$ cat src/rtl/repairclk_responder.sv
`default_nettype none
// ============================================================================
// Module   : repairclk_responder
// Brief    : Responder side of the MBINIT REPAIRCLK handshake. Answers
//            init/result/done requests over the sideband, counts consecutive
//            clean clock-pattern iterations per lane (RCKP, RCKN, RTRK) and
//            reports a sticky per-lane pass vector in result_resp.
// Revision : 1.0 - initial release
// ============================================================================
module repairclk_responder (
  input  logic       CLK,
  input  logic       rst_n,
  input  logic       i_MBINIT_CAL_end,
  input  logic [3:0] i_Rx_SbMessage,
  input  logic       i_msg_valid,
  input  logic       i_Busy_SideBand,
  input  logic       i_falling_edge_busy,
  input  logic       i_iter_valid,
  input  logic [2:0] i_iter_ok,
  output logic [3:0] o_TX_SbMessage,
  output logic       o_ValidOutDatat_Module,
  output logic [2:0] o_Clock_track_result_logged,
  output logic       o_Pattern_Detect_En,
  output logic       o_MBINIT_REPAIRCLK_Rx_end
);

  // Sideband message codes
  localparam logic [3:0] INIT_REQ    = 4'b0001;
  localparam logic [3:0] INIT_RESP   = 4'b0010;
  localparam logic [3:0] RESULT_REQ  = 4'b0011;
  localparam logic [3:0] RESULT_RESP = 4'b0100;
  localparam logic [3:0] DONE_REQ    = 4'b0101;
  localparam logic [3:0] DONE_RESP   = 4'b0110;
  localparam logic [3:0] NO_MSG      = 4'b0000;

  // State encoding
  localparam logic [2:0] IDLE             = 3'd0;
  localparam logic [2:0] WAIT_INIT        = 3'd1;
  localparam logic [2:0] SEND_INIT_RESP   = 3'd2;
  localparam logic [2:0] DETECT           = 3'd3;
  localparam logic [2:0] SEND_RESULT_RESP = 3'd4;
  localparam logic [2:0] WAIT_DONE        = 3'd5;
  localparam logic [2:0] SEND_DONE_RESP   = 3'd6;
  localparam logic [2:0] DONE             = 3'd7;

  // Consecutive-match count at which a lane is declared passing
  localparam logic [4:0] PASS_COUNT = 5'd16;
  localparam int         LANES      = 3;

  logic [2:0] state;
  logic [2:0] next_state;
  logic       pending;
  logic       frozen;
  logic [3:0] expect_code;
  logic       req_hit;
  logic       req_ready;
  logic       enter_wait_init;

  logic [4:0] cnt      [LANES];
  logic [4:0] cnt_nxt  [LANES];
  logic [2:0] pass;
  logic [2:0] pass_nxt;

  logic [3:0] tx_msg;
  logic       tx_valid;
  logic [2:0] result;
  logic       detect_en;
  logic       rx_end;

  // Pick the one request each waiting state cares about; anything else is ignored
  always_comb begin
    expect_code = NO_MSG;
    case (state)
      WAIT_INIT: expect_code = INIT_REQ;
      DETECT:    expect_code = RESULT_REQ;
      WAIT_DONE: expect_code = DONE_REQ;
      default:   expect_code = NO_MSG;
    endcase
    req_hit   = i_msg_valid && (expect_code != NO_MSG) && (i_Rx_SbMessage == expect_code);
    // A request seen while the sideband was busy is remembered until it frees up
    req_ready = (req_hit || pending) && !i_Busy_SideBand;
  end

  // Next-state decode; loss of enable overrides every other transition
  always_comb begin
    next_state = state;
    case (state)
      IDLE:             if (i_MBINIT_CAL_end)    next_state = WAIT_INIT;
      WAIT_INIT:        if (req_ready)           next_state = SEND_INIT_RESP;
      SEND_INIT_RESP:   if (i_falling_edge_busy) next_state = DETECT;
      DETECT:           if (req_ready)           next_state = SEND_RESULT_RESP;
      SEND_RESULT_RESP: if (i_falling_edge_busy) next_state = WAIT_DONE;
      WAIT_DONE:        if (req_ready)           next_state = SEND_DONE_RESP;
      SEND_DONE_RESP:   if (i_falling_edge_busy) next_state = DONE;
      DONE:                                      next_state = DONE;
      default:                                   next_state = IDLE;
    endcase
    if (state != IDLE && !i_MBINIT_CAL_end) begin
      next_state = IDLE;
    end
    enter_wait_init = (next_state == WAIT_INIT) && (state != WAIT_INIT);
  end

  // Per-lane consecutive counters and sticky pass bits, advanced only in DETECT
  always_comb begin
    for (int i = 0; i < LANES; i++) begin
      cnt_nxt[i]  = cnt[i];
      pass_nxt[i] = pass[i];
      if (state == DETECT && i_iter_valid) begin
        if (i_iter_ok[i]) begin
          cnt_nxt[i] = (cnt[i] == PASS_COUNT) ? PASS_COUNT : cnt[i] + 5'd1;
          if (cnt_nxt[i] == PASS_COUNT) begin
            pass_nxt[i] = 1'b1;
          end
        end else begin
          cnt_nxt[i] = 5'd0;
        end
      end
    end
  end

  // State register and pending-request flag
  always_ff @(posedge CLK or negedge rst_n) begin
    if (!rst_n) begin
      state   <= IDLE;
      pending <= 1'b0;
    end else begin
      state <= next_state;
      if (next_state != state) begin
        pending <= 1'b0;
      end else if (req_hit) begin
        pending <= 1'b1;
      end
    end
  end

  // Lane statistics; wiped whenever a new handshake attempt starts
  always_ff @(posedge CLK or negedge rst_n) begin
    if (!rst_n) begin
      for (int i = 0; i < LANES; i++) cnt[i] <= 5'd0;
      pass <= 3'b000;
    end else if (enter_wait_init) begin
      for (int i = 0; i < LANES; i++) cnt[i] <= 5'd0;
      pass <= 3'b000;
    end else begin
      for (int i = 0; i < LANES; i++) cnt[i] <= cnt_nxt[i];
      pass <= pass_nxt;
    end
  end

  // Reported result tracks the pass bits until result_req, then stays frozen;
  // the freeze cycle still absorbs an iteration landing alongside the request
  always_ff @(posedge CLK or negedge rst_n) begin
    if (!rst_n) begin
      result <= 3'b000;
      frozen <= 1'b0;
    end else if (enter_wait_init) begin
      result <= 3'b000;
      frozen <= 1'b0;
    end else if (state == DETECT && !frozen) begin
      result <= pass_nxt;
      if (req_hit) begin
        frozen <= 1'b1;
      end
    end
  end

  // Outputs registered from the next state so they line up with state entry
  always_ff @(posedge CLK or negedge rst_n) begin
    if (!rst_n) begin
      tx_msg    <= NO_MSG;
      tx_valid  <= 1'b0;
      detect_en <= 1'b0;
      rx_end    <= 1'b0;
    end else begin
      case (next_state)
        SEND_INIT_RESP: begin
          tx_msg   <= INIT_RESP;
          tx_valid <= 1'b1;
        end
        SEND_RESULT_RESP: begin
          tx_msg   <= RESULT_RESP;
          tx_valid <= 1'b1;
        end
        SEND_DONE_RESP: begin
          tx_msg   <= DONE_RESP;
          tx_valid <= 1'b1;
        end
        default: begin
          tx_msg   <= NO_MSG;
          tx_valid <= 1'b0;
        end
      endcase
      detect_en <= (next_state == DETECT);
      rx_end    <= (next_state == DONE);
    end
  end

  assign o_TX_SbMessage              = tx_msg;
  assign o_ValidOutDatat_Module      = tx_valid;
  assign o_Clock_track_result_logged = result;
  assign o_Pattern_Detect_En         = detect_en;
  assign o_MBINIT_REPAIRCLK_Rx_end   = rx_end;

endmodule
`default_nettype wire

$ cat config.mk
export PLATFORM = sky130hd
export DESIGN_NAME = repairclk_responder
export DESIGN_NICKNAME = d
export VERILOG_FILES = /design/src/rtl/repairclk_responder.sv
export SDC_FILE = /design/constraint.sdc
export NUM_CORES = 1
export LEC_CHECK = 0
export ABC_AREA = 1
export CORE_UTILIZATION = 49
export CTS_BUF_LIST = sky130_fd_sc_hd__clkbuf_16
export DETAILED_ROUTE_END_ITERATION = 8
export PLACE_DENSITY = 0.78
export SETUP_SLACK_MARGIN = 0.4
export SLEW_MARGIN = 20
export SYNTH_ARGS = -nofsm -noshare
export SYNTH_HDL_FRONTEND = slang
export SYNTH_SLANG_ARGS = --single-unit
$ cat constraint.sdc
create_clock -name CLK -period 1.65 [get_ports CLK]
set_input_delay 0.4125 -clock CLK [delete_from_list [all_inputs] [get_ports CLK]]
set_output_delay 0.4125 -clock CLK [all_outputs]
set_load 0.05 [all_outputs]
* Word level (Yosys, flattened, before mapping)
Index checks and enable logic that the tools add are counted.
** Operators by class
- $add $sub $neg :: 3
- Muxes and demuxes :: 38
- Equal/unequal tests :: 22
- Reduce and logical (&&, ||, !) cells :: 20
** Operator list (number)
- 5-bit 2-to-1 mux :: 9
- 3-bit 2-to-1 mux :: 11
- 5-bit == test, second input constant :: 6
- 3-bit case mux with 8 select lines :: 1
- 3-bit == test, second input constant :: 7
- 3-bit case mux with 3 select lines :: 2
- 5-bit by 1-bit adder with 5-bit output, second input constant :: 3
- 15-bit 2-to-1 mux :: 1
- 1-bit 2-to-1 mux :: 14
- 3-bit by 2-bit == test with 1-bit output, second input constant :: 4
- 2-bit nonzero test :: 4
- 1-bit logical AND :: 7
- 3-bit by 1-bit == test with 1-bit output, second input constant :: 2
- 4-bit == test :: 1
- 4-bit nonzero test :: 1
- 1-bit zero test :: 3
- 3-bit zero test :: 1
- 3-bit by 1-bit != test with 1-bit output, second input constant :: 1
- 3-bit != test :: 1
- 3-bit nonzero test :: 1
- 3-bit OR reduction :: 1
- 2-bit AND reduction :: 1
- 1-bit logical OR :: 1
** Storage, ports and cells
- Logic and storage cells :: 95
- Output and inout port bits :: 10
- Register bits after elaboration :: 33

* Depth between registers and ports, before layout
- Word-level depth :: 14
- Mapped depth :: 13

* Least setup slack after synthesis
No wires, ideal clock.
- Kind :: reg-to-reg
- Start point :: reg state[0]
- End point :: reg cnt[11] (netlist bit)
- Library setup time :: 0.120 ns
- Cell stages (with the launch flop) :: 13
- Path slack :: -0.013 ns
- Data arrival time :: 1.544 ns
- Period minus slack after synthesis :: 1.663 ns
- Path through :: dfrtp_1 buf_4 nand2_1 nor2_2 a21oi_1 nand3_2 nand2_2 nand3_1 nand3_1 nand3_2 inv_2 buf_8 nor2_2
** On the way
- Cells in the longest elaborated chain, start to end :: 13
- Elaborated cells between the ends (all ways) :: 32
- Classes of those cells :: 10 x eq/ne; 11 x mux; 11 x reduce/logical
** Ends and longest elaborated chain
- from (decl) :: RTL line 50 : logic [2:0] state;
- from (signal assigned) :: RTL line 128 : state <= next_state;
- 3-bit == test (tied with other cells) :: RTL line 73, 87
- 3-bit case mux with 3 select lines :: RTL line 73 : case (state)
- 4-bit nonzero test :: RTL line 79 : req_hit = i_msg_valid && (expect_code != NO_MSG) && (i_Rx_SbMessage == expect_code);
- 1-bit logical AND (2 in a row) :: RTL line 79
- 1-bit logical OR :: RTL line 81 : req_ready = (req_hit || pending) && !i_Busy_SideBand;
- 1-bit logical AND :: RTL line 81
- 3-bit 2-to-1 mux (on tied branches) :: RTL line 93, 89, 91
- 3-bit case mux with 8 select lines :: RTL line 87 : case (state)
- 3-bit 2-to-1 mux :: RTL line 98 : if (state != IDLE && !i_MBINIT_CAL_end) begin
- 3-bit by 1-bit == test with 1-bit output :: RTL line 101 : enter_wait_init = (next_state == WAIT_INIT) && (state != WAIT_INIT);
- 1-bit logical AND :: RTL line 101
- 15-bit 2-to-1 mux or 2-bit nonzero test (tied branches)
- to (decl) :: RTL line 59 : logic [4:0] cnt [LANES];
Parallel ways exist; a longest one is shown, timed or not.
A chain may end at the register's enable or synchronous reset.

* Final worst setup path
- Start point :: reg state[1]
- End point :: reg cnt[8] (netlist bit)
** On the way
- Cells in the longest elaborated chain, start to end :: 13
- Elaborated cells between the ends (all ways) :: 32
- Classes of those cells :: 10 x eq/ne; 11 x mux; 11 x reduce/logical
** Ends and longest elaborated chain
- 3-bit == test (tied with other cells) :: RTL line 73, 87
- 3-bit case mux with 3 select lines :: RTL line 73
- 4-bit nonzero test :: RTL line 79
- 1-bit logical AND (2 in a row) :: RTL line 79
- 1-bit logical OR :: RTL line 81
- 1-bit logical AND :: RTL line 81
- 3-bit 2-to-1 mux (on tied branches) :: RTL line 93, 89, 91
- 3-bit case mux with 8 select lines :: RTL line 87
- 3-bit 2-to-1 mux * :: RTL line 98
- named net next_state[0] :: RTL line 51 : logic [2:0] next_state;
- 3-bit by 1-bit == test with 1-bit output * :: RTL line 101
- 1-bit logical AND * :: RTL line 101
- 15-bit 2-to-1 mux or 2-bit nonzero test (tied branches)
Mark *: on every way through the listed nets, which the timed path passes. The rest lies on a longest branch.

==> results.toml <==
[run_status]
status = "complete, but fails checks"
violations = "setup timing"

[sta]
min_period_over_period_pct = 110
clock-skew-final_ns = 0.00226
rsz0062_at_grt = "true"
hold_viol = 0
fin_crit_ns = 1.81
fin_ws_ns = -0.157
slew_viol_final = 0
max_freq_mhz = 553
setup_viol = 29
finalSetupTns_ns = -3.50
whs_ns = 0.524

[floorplan]
dieArea_mm2 = 0.00383
dieHeight_um = 61.9
start_util_pct = 51.8
core-area_mm2 = 0.00339
io_pins = 24
fp-row-count = 21
die_w_um = 61.9

[worst_setup_path]
end_kind = "flop"
cp-startpoint = "state[1]"
startpoint_type = "flop"
cp_max_fo = 5
reg2reg_from = "state[1]"
critPathCapture = "cnt[8]"
worst-setup-path-type = "flop to flop"
cp.arrival_ns = 1.98
r2r-end = "cnt[8]"
critPathRequiredTime_ns = 1.82
rr_worst_depth = 13
r2r_slack_ns = -0.16

[cells_and_area]
final_common_cell = "buf_4"
final_cell_mix = "buf_4, dfrtp_1, inv_1, nand2_1, nor2_1"
fin_util_pct = 76.7
n_antenna_cell = 0
drive_above_1_share_pct = 37.3
nets = 295
area_growth_pct = 48.1
ff_latch_area_um2 = 779
design_area_mm2 = 0.00260
nFillCells = 224
multiInputGateArea_um2 = 986

[synthesis]
ys_warn_count = 0
syn_inst = 216
synth_top_family_by_area = "simple AND/OR/NAND/NOR gates"
synthFlopType = "dfrtp_1"
synth_seq_cells = 31
synth_area_mm2 = 0.00176
synthXorXnorAreaFrac_pct = 2.49
synthMuxAreaShare_pct = 0
synthAdderAreaFrac_pct = 4.28
async_flop_share_pct = 100
synth_top_area_share_pct = 44.2
synth_area_per_cell_um2 = 8.13
seq_area_frac_synth_pct = 44.2
synth_top_cell_by_area = "dfrtp_1"
synth_area_leaders = "dfrtp_1, nand2_1, nand3_1"
synthSimpleGateAreaFrac_pct = 31.0
synth_edf_count = 0
synth_cell_types = 29
synth-compound-area-share_pct = 8.62

[detailed_routing]
drt-met1-wl_mm = 1.88
wl_per_cell_um = 14.8
vias_per_cell = 5.28
drt_iter0_markers = 97
highest_layer = "met4"
wirelength_mm = 4.77
vias = 1701
drtPass1Iterations = 4
route.met2.wl_mm = 2.56
route.detailed.drc = 0
wl_met3_um = 172
final_antenna_net_count = 0

[global_routing]
grt_overflow = 0
grt_pass1_wl_mm = 6.69
grt_pass1_vias = 1625
grt_usage_pct = 24.6
antenna_found_initial = 0
grt_max_degree = 32

[place]
hpwlAfterDp_mm = 2.82
port-buffer-count = 21
placed_area_mm2 = 0.00223
gp_congestion = 0.934

[cts]
cts.sinks = 31
cts_buffers = 5
cts_tree = "yes"
clk_pin_slew_ns = 0.05
clk_latency_ns = 0.28
cts_htree_levels = 2
cts_buffer_depth = 2
root_buffer = "clkbuf_16"

[power]
power.density_mw_per_mm2 = 716
p_leak_nw = 1.25
ir_drop_mv = 0.756

[hold_path]
hold_path.startpoint = "pass[0]"
hold_path.class = "flop to flop"

[flow_run]
max_cap_violations = 0
## power breakdown
| group | internal (mW) | switching [mW] | total (mW) |
|---|---|---|---|
| Combinational | 0.107 | 0.135 | 0.242 |
| Clock | 0.540 | 0.305 | 0.845 |
| Sequential | 0.767 | 0.00842 | 0.775 |
## state kept, by name, summed over array words and instances (netlist names)
signal,cells
o_Clock_track_result_logged,3
state,3
frozen,1
o_TX_SbMessage,2
o_MBINIT_REPAIRCLK_Rx_end,1
o_Pattern_Detect_En,1
pending,1
pass,3
cnt,15
o_ValidOutDatat_Module,1
## worst min path at each step
stage                         end  cells past startpoint
after global placement     frozen                      1
after CTS                 pass[0]                      2
after detailed placement   frozen                      1
final                     pass[0]                      2
after floorplan            cnt[0]                      0
after global routing       frozen                      1
## layout make-up
type,instances,share of cell area (%)
multi-input combinational,151,37.9
sequential,31,30.0
timing repair buffer,57,20.3
clock buffer,5,4.81
inverter,29,4.38
tap,46,2.21
clock inverter,3,0.433
## layer usage
metal,track usage (%),vias to the layer above
li1,-,816
met1,27.4,827
met2,43.0,41
met3,6.63,17
met4,13.0,0
met5,0,-
## cell families (layout without fill, tap and decap cells)
family          Yosys count  in the layout
xor+xnor                  5              5
simple gates            113            113
other cells               1              2
buf+inv                  35             94
flops                    31             31
fa+ha+maj                 6              6
compound gates           25             25
## critical path: stages (launching register included)
cell     delay, ns
dfrtp_2       0.45
inv_2         0.11
nand3_2       0.06
nand2_1       0.08
nand2_1       0.07
nand3_2       0.10
nand2_4       0.08
nand2_4       0.09
nand2_4       0.06
a21oi_4       0.17
nand3_4       0.14
buf_6         0.17
nand3_2       0.07
nand2_2       0.05
## metrics by stage
step / cells / total power, mW / setup slack [ns]
final: 322 / 1.86 / -0.157
after floorplan: 217 / 0.885 / 0.0446
after global routing: 322 / 1.93 / -0.273
after global placement: 305 / 0.973 / -0.328
after detailed placement: 305 / 0.976 / -0.392
after CTS: 320 / 1.85 / -0.0912
## synth_stat cells, types with 2 or more instances
cell type  count
xnor2_1        3
buf_4          3
ha_1           6
nand2_1       32
xor2_1         2
nand3_1       22
nand3_2        2
dfrtp_1       31
o31ai_1        2
inv_1         26
a21oi_1       16
nand4_1        8
inv_2          3
nor2_2        11
a21o_1         2
nor2_1        26
nor3_1         3
nand2_2        3
nand3b_1       5
## repair_timing
item / CTS / global route
gates resized for setup: 23 / 24
pin swaps: 14 / 6
cloned: 1 / 0
setup endpoints to repair: 34 / 36
setup buffers: 6 / 2
hold buffers: 0 / 0
Power figures use the tool's default switching activity.
